--- src/rtl/apb_cmd_master.sv ---
// Single-outstanding command-to-APB bridge: IDLE -> SETUP -> ACCESS -> RESP, all outputs registered.
// Optional ACCESS timeout abort is enabled by defining APB_CMD_MASTER_TIMEOUT_EN.
module apb_cmd_master #(
    parameter int ADDR_W         = 32,
    parameter int DATA_W         = 32,
    parameter int TIMEOUT_CYCLES = 16
) (
    input  logic              PCLK,
    input  logic              PRESET,
    input  logic              req_valid,
    output logic              req_ready,
    input  logic              req_write,
    input  logic [ADDR_W-1:0] req_addr,
    input  logic [DATA_W-1:0] req_wdata,
    output logic              rsp_valid,
    input  logic              rsp_ready,
    output logic [DATA_W-1:0] rsp_rdata,
    output logic              rsp_err,
    output logic [ADDR_W-1:0] PADDR,
    output logic              PWRITE,
    output logic              PSEL,
    output logic              PENABLE,
    output logic [DATA_W-1:0] PWDATA,
    input  logic [DATA_W-1:0] PRDATA,
    input  logic              PREADY
);

    if (TIMEOUT_CYCLES < 1 || TIMEOUT_CYCLES > 255) begin : g_bad_timeout
        $error("apb_cmd_master: TIMEOUT_CYCLES must be in 1..255");
    end

    typedef enum logic [1:0] {IDLE, SETUP, ACCESS, RESP} state_t;

    state_t            state_q, state_d;
    logic [ADDR_W-1:0] paddr_q, paddr_d;
    logic [DATA_W-1:0] pwdata_q, pwdata_d;
    logic [DATA_W-1:0] rdata_q, rdata_d;
    logic              pwrite_q, pwrite_d;
    logic              psel_q, psel_d;
    logic              penable_q, penable_d;
    logic              req_ready_q, req_ready_d;
    logic              rsp_valid_q, rsp_valid_d;

`ifdef APB_CMD_MASTER_TIMEOUT_EN
    logic [7:0] tmo_q, tmo_d;
    logic       err_q, err_d;
    logic       tmo_hit;

    // Counter holds the number of PREADY-low ACCESS cycles already elapsed.
    assign tmo_hit = (tmo_q == 8'(TIMEOUT_CYCLES - 1));
`endif

    always_comb begin
        state_d     = state_q;
        paddr_d     = paddr_q;
        pwdata_d    = pwdata_q;
        pwrite_d    = pwrite_q;
        rdata_d     = rdata_q;
        psel_d      = psel_q;
        penable_d   = penable_q;
        req_ready_d = req_ready_q;
        rsp_valid_d = rsp_valid_q;
`ifdef APB_CMD_MASTER_TIMEOUT_EN
        tmo_d       = tmo_q;
        err_d       = err_q;
`endif
        case (state_q)
            IDLE: begin
                if (req_valid) begin
                    state_d     = SETUP;
                    paddr_d     = req_addr;
                    pwdata_d    = req_wdata;
                    pwrite_d    = req_write;
                    psel_d      = 1'b1;
                    req_ready_d = 1'b0;
                end
            end
            SETUP: begin
                state_d   = ACCESS;
                penable_d = 1'b1;
`ifdef APB_CMD_MASTER_TIMEOUT_EN
                tmo_d     = 8'd0;
`endif
            end
            ACCESS: begin
                if (PREADY) begin
                    state_d     = RESP;
                    psel_d      = 1'b0;
                    penable_d   = 1'b0;
                    rsp_valid_d = 1'b1;
                    rdata_d     = pwrite_q ? '0 : PRDATA;
`ifdef APB_CMD_MASTER_TIMEOUT_EN
                    err_d       = 1'b0;
                end else if (tmo_hit) begin
                    state_d     = RESP;
                    psel_d      = 1'b0;
                    penable_d   = 1'b0;
                    rsp_valid_d = 1'b1;
                    rdata_d     = '0;
                    err_d       = 1'b1;
                end else begin
                    tmo_d       = tmo_q + 8'd1;
`endif
                end
            end
            RESP: begin
                if (rsp_ready) begin
                    state_d     = IDLE;
                    rsp_valid_d = 1'b0;
                    req_ready_d = 1'b1;
                end
            end
            default: begin
                state_d     = IDLE;
                psel_d      = 1'b0;
                penable_d   = 1'b0;
                rsp_valid_d = 1'b0;
                req_ready_d = 1'b1;
            end
        endcase
    end

    always_ff @(posedge PCLK) begin
        if (PRESET) begin
            state_q     <= IDLE;
            paddr_q     <= '0;
            pwdata_q    <= '0;
            pwrite_q    <= 1'b0;
            rdata_q     <= '0;
            psel_q      <= 1'b0;
            penable_q   <= 1'b0;
            req_ready_q <= 1'b1;
            rsp_valid_q <= 1'b0;
`ifdef APB_CMD_MASTER_TIMEOUT_EN
            tmo_q       <= 8'd0;
            err_q       <= 1'b0;
`endif
        end else begin
            state_q     <= state_d;
            paddr_q     <= paddr_d;
            pwdata_q    <= pwdata_d;
            pwrite_q    <= pwrite_d;
            rdata_q     <= rdata_d;
            psel_q      <= psel_d;
            penable_q   <= penable_d;
            req_ready_q <= req_ready_d;
            rsp_valid_q <= rsp_valid_d;
`ifdef APB_CMD_MASTER_TIMEOUT_EN
            tmo_q       <= tmo_d;
            err_q       <= err_d;
`endif
        end
    end

    assign req_ready = req_ready_q;
    assign rsp_valid = rsp_valid_q;
    assign rsp_rdata = rdata_q;
    assign PADDR     = paddr_q;
    assign PWDATA    = pwdata_q;
    assign PWRITE    = pwrite_q;
    assign PSEL      = psel_q;
    assign PENABLE   = penable_q;
`ifdef APB_CMD_MASTER_TIMEOUT_EN
    assign rsp_err   = err_q;
`else
    assign rsp_err   = 1'b0;
`endif

endmodule
--- config.mk ---
export PLATFORM = sky130hd
export DESIGN_NAME = apb_cmd_master
export DESIGN_NICKNAME = d
export VERILOG_FILES = /design/src/rtl/apb_cmd_master.sv
export SDC_FILE = /design/constraint.sdc
export NUM_CORES = 1
export LEC_CHECK = 0
export CORE_ASPECT_RATIO = 0.9
export CORE_MARGIN = 10
export CORE_UTILIZATION = 39
export DETAILED_ROUTE_END_ITERATION = 8
export MAX_ROUTING_LAYER = met4
export PLACE_DENSITY = 0.8
export SLEW_MARGIN = 10
export SYNTH_ARGS = -nofsm -noshare
export SYNTH_HDL_FRONTEND = slang
export SYNTH_SLANG_ARGS = --single-unit
--- constraint.sdc ---
create_clock -name PCLK -period 2.3 [get_ports PCLK]
set_clock_uncertainty 0.2 [all_clocks]
set_input_delay 0.69 -clock PCLK [delete_from_list [all_inputs] [get_ports PCLK]]
set_output_delay 0.69 -clock PCLK [all_outputs]
set_load 0.005 [all_outputs]
Yosys cells after proc, flatten, opt, wreduce, memory -nomap -nowiden --
Index checks and enable logic that the tools add are counted.
Operators by class: mux-type cells 15, reduce and logical (&&, ||, !) cells 12, equality and inequality tests 6
Operator list (number):
- 32-bit two-way mux | 1
- 3-bit AND reduction | 4
- 1-bit one-hot mux with 2 select lines | 4
- 2-bit one-hot mux with 4 select lines | 1
- 2-bit nonzero test | 4
- 1-bit two-way mux | 6
- 2-bit two-way mux | 3
- 2-bit != test, second input constant | 3
- 2-bit AND reduction | 3
- 2-bit == test, second input constant | 2
- 2-bit by 1-bit == test with 1-bit output, second input constant | 1
- 2-bit logical NOT | 1
Word-level totals: flip-flop bits (word level) 103, word-level logic and storage cells 42, input port bits 102

Longest topological paths before layout --
Gate-level depths: netlist of the first run.
word-level depth 3, mapped depth 7

Worst setup path after synthesis of the first run --
Ideal clock, no wire load.
path kind reg2reg, start reg state_q[0], end reg state_q[0], arrival time 1.435 ns, required time 2.013 ns, setup slack 0.578 ns, cell stages (with the launch flop) 7, clock period less this slack 1.722 ns, cells stage by stage dfxtp_1 -> inv_1 -> ha_1 -> buf_6 -> nor2b_4 -> or4_1 -> o31ai_1
Between the ends: longest elaborated chain between the ends 3
Ends and longest elaborated chain:
- from (decl) | RTL line 34 | state_t state_q, state_d;
- from (signal assigned) | RTL line 139 | state_q <= state_d;
- 2-bit == test or 2-bit logical NOT (tied branches) | RTL line 67 | case (state_q)
- 2-bit != test (no source line)
- 3-bit AND reduction (no source line)
Several ways; a longest one is shown, not always the timed one. A chain may end at the register's enable or synchronous reset.

Worst setup path after layout of the first run --
start reg req_ready_q (netlist: req_ready), end out req_ready
RTL lines:
- from (decl) | RTL line 41 | logic req_ready_q, req_ready_d;
- from (signal assigned) | RTL line 146 | req_ready_q <= req_ready_d;
- to (decl) | RTL line 11 | output logic req_ready,
No word-level cell between the ends.

==> flow_summary.yaml, run 1 <==
synth:
  synthDistinctLibCells: 28
  synth_top_area_share_pct: 52.8
  yosysMostFrequentCell: "nand2_1"
  yosys.area.top_type: "dfxtp_1"
  synthFlopType: "dfxtp_1"
  syn_area_um2: 3910
  yosysWarnings: 0
  synthArstFlopShare_pct: 0
  yosys-top-cells-area: "dfxtp_1 53%, nand2_1 16%, a21oi_1 13%, nand4b_1 7.4%, clkbuf_1 2.1%"
  synth_nets: 584
  synth-edff-count: 0
  ys_seq_elements: 103
  seq_area_frac_synth_pct: 52.8
  synth_area_per_cell_um2: 8.21
  synthCells: 476
  synth.top_cells.by_count: "166 x nand2_1, 103 x dfxtp_1, 102 x a21oi_1, 33 x nand4b_1, 22 x clkbuf_1"
critical_path:
  cp_max_fo: 3
  max_stage_delay_ns: 0.55
  timing.rr.end: "rsp_rdata[13]$_SDFFE_PP0P_"
  path_class: "register to primary output"
  crit_buf_inv: 1
  path_depth: 1
  worstPathCellList: "clkdlybuf4s50_1"
  cp-start-kind: "register"
  arrival_ns: 1.28
  reg2reg_slack_ns: 0.43
  critPathRequiredTime_ns: 1.41
  crit_family: "buffers and inverters"
  critical_path.slowest_cell: "clkdlybuf4s50_1"
  r2r-start: "state_q[0]$_SDFFE_PP0P_"
  reg2reg_depth: 7
  critPathCaptureType: "primary output"
clock_network:
  postCtsSetupBuffers: 0
  cts_tree: "built"
  worstSkewPairLatency_ns: 0.35
  cts.path.max_buffers: 2
  cts.clk_slew.worst_paths_ns: 0.10
  cts.sinks: 103
  postCtsHoldBufs: 0
  cts_root_buf: "clkbuf_8"
  cts.repair.resized: 0
  numCtsBuffers: 9
  cts_max_level: 3
floorplanning:
  rows: 34
  die_x_um: 126
  die_height_um: 115
  die-area_um2: 14400
  io_pins: 204
  start_util_pct: 40.1
  coreArea_um2: 9740
sta:
  fmax_mhz: 462
  hold_violations: 0
  drv_slew: 0
  period_needed_ns: 2.17
  tns_ns: 0
  period_share_pct: 94.2
  rsz0062_at_grt: "no"
  finalSetupViolCount: 0
global_route:
  grt_max_degree: 55
  grt_antenna_before_repair: 0
  grt_pass1_wl_mm: 20.2
  grt_pass1_vias: 3916
  grtUsageTotal_pct: 17.4
  grt.overflow.total: 0
route:
  wirelength_mm: 12.9
  drc: 0
  drtAntennaViolNets: 0
  drt_iter0_drc: 361
  vias: 3911
  drtPass1Iterations: 5
  wl_per_cell_um: 16.2
  vias_per_cell: 4.92
power_and_ir_drop:
  p_leak_nw: 2.21
  irDropWorstVdd_v: 0.000562
  powerDensity_nw_per_um2: 864
placement:
  hpwl_mm: 9.83
  dp.cells: 780
  gp_congestion: 0.808
  port_buffers: 202
cells_and_area:
  fin_util_pct: 64.0
  area_delta_synth_final_pct: 59.5
  diodes: 0
  fillers: 848
  final_cells: 795
  nets: 773
  drive_above_1_share_pct: 5.38
outcome:
  outcome: "complete, no violations"
min_path:
  worstHoldStart: "rsp_rdata[27]$_SDFFE_PP0P_"
  min_path_cells: 2
  hold_class: "register to register"
  min_delay_worst_endpoint: "rsp_rdata[27]$_SDFFE_PP0P_"
job:
  drv_cap: 0
==> area by class of cell <==
| type | count | area (um^2) | area share [%] |
|---|---|---|---|
| repair buffers | 218 | 2180 | 34.9 |
| flip-flops and latches | 103 | 2060 | 33.1 |
| multi-input cells | 329 | 1650 | 26.5 |
| well taps | 126 | 158 | 2.53 |
| clock buffers | 11 | 141 | 2.27 |
| clock inverters | 4 | 31.3 | 0.502 |
| inverters | 4 | 15.0 | 0.241 |
==> cells in the final DEF, fill, tap and decap left out, types with 2 or more instances in the layout <==
cell type	synthesis	final
buf_12	0	3
inv_1	4	4
clkinvlp_4	0	3
nand4b_1	33	33
ha_1	6	6
nor2_1	2	2
nand2_1	166	165
nor2b_1	3	3
clkdlybuf4s50_1	0	201
a21oi_1	102	102
clkbuf_8	0	10
dfxtp_1	103	103
buf_4	3	14
o21ai_0	3	3
==> how the worst max path moves through the flow <==
stage / start / endpoint / slack [ns]
CTS: req_ready$_SDFFE_PP1P_ / req_ready / 0.11
finish: req_ready$_SDFFE_PP1P_ / req_ready / 0.13
global route: req_ready$_SDFFE_PP1P_ / req_ready / 0.05
global placement: PREADY / state_q[0]$_SDFFE_PP0P_ / 0.11
floorplan: state_q[0]$_SDFFE_PP0P_ / state_q[0]$_SDFFE_PP0P_ / 0.58
detailed placement: PREADY / state_q[0]$_SDFFE_PP0P_ / 0.08
==> cell families (layout without fill, tap and decap cells) <==
logic type      after synthesis  count (layout)  share of synthesized area (%)
mux                           2               2                          0.544
flops                       103             103                           52.8
other cells                   1               1                         0.0960
buf+inv                      44             237                           5.12
simple gates                211             211                           25.4
compound gates              109             109                           14.2
fa+ha+maj                     6               6                           1.92
==> per-layer routing <==
| metal | track usage, % | wire length [um] | part of all wire, % | vias up |
|---|---|---|---|---|
| met1 | 18.5 | 5170 | 40 | 1798 |
| met3 | 6.95 | 1110 | 8.6 | 17 |
| met4 | 4.91 | 206 | 1.6 | 0 |
| met2 | 29.5 | 6430 | 50 | 141 |
| li1 | - | - | - | 1955 |
| met5 | - | 0 | 0 | - |
==> registers in the layout (all words and copies together), names as in the netlist <==
register,count
PSEL,1
rsp_valid,1
req_ready,1
state_q,2
rsp_rdata,32
PWDATA,32
PADDR,32
PWRITE,1
PENABLE,1
==> per-stage QoR <==
| stage | total power [mW] | hold WS, ns | worst slack (ns) | area [um^2] |
|---|---|---|---|---|
| final | 5.38 | 0.254 | 0.134 | 6230 |
| after global routing | 5.75 | 0.273 | 0.0517 | 6230 |
| after CTS | 5.46 | 0.259 | 0.113 | 6230 |
| after detailed placement | 4.42 | 0.246 | 0.0751 | 6060 |
| after global placement | 4.35 | 0.238 | 0.114 | 6060 |
| after floorplan | 3.31 | 0.248 | 0.578 | 3910 |
==> where the power goes <==
part / total [mW] / internal, mW / switching (mW)
logic: 2.08 / 1.09 / 0.989
registers: 2.28 / 2.10 / 0.175
clock network: 1.03 / 0.422 / 0.605
total: 5.38 / 3.62 / 1.77
Note: power is estimated with default switching activity, not from simulation.
==> run 2: changes to the inputs <==
--- a/config.mk
+++ b/config.mk
@@ -5,6 +5,7 @@
 export SDC_FILE = /design/constraint.sdc
 export NUM_CORES = 1
 export LEC_CHECK = 0
+export CAP_MARGIN = 25
 export CORE_ASPECT_RATIO = 0.9
 export CORE_MARGIN = 10
 export CORE_UTILIZATION = 39
==> results of run 2 <==
The final DEF is identical to that of run 1; final timing and power are the same.
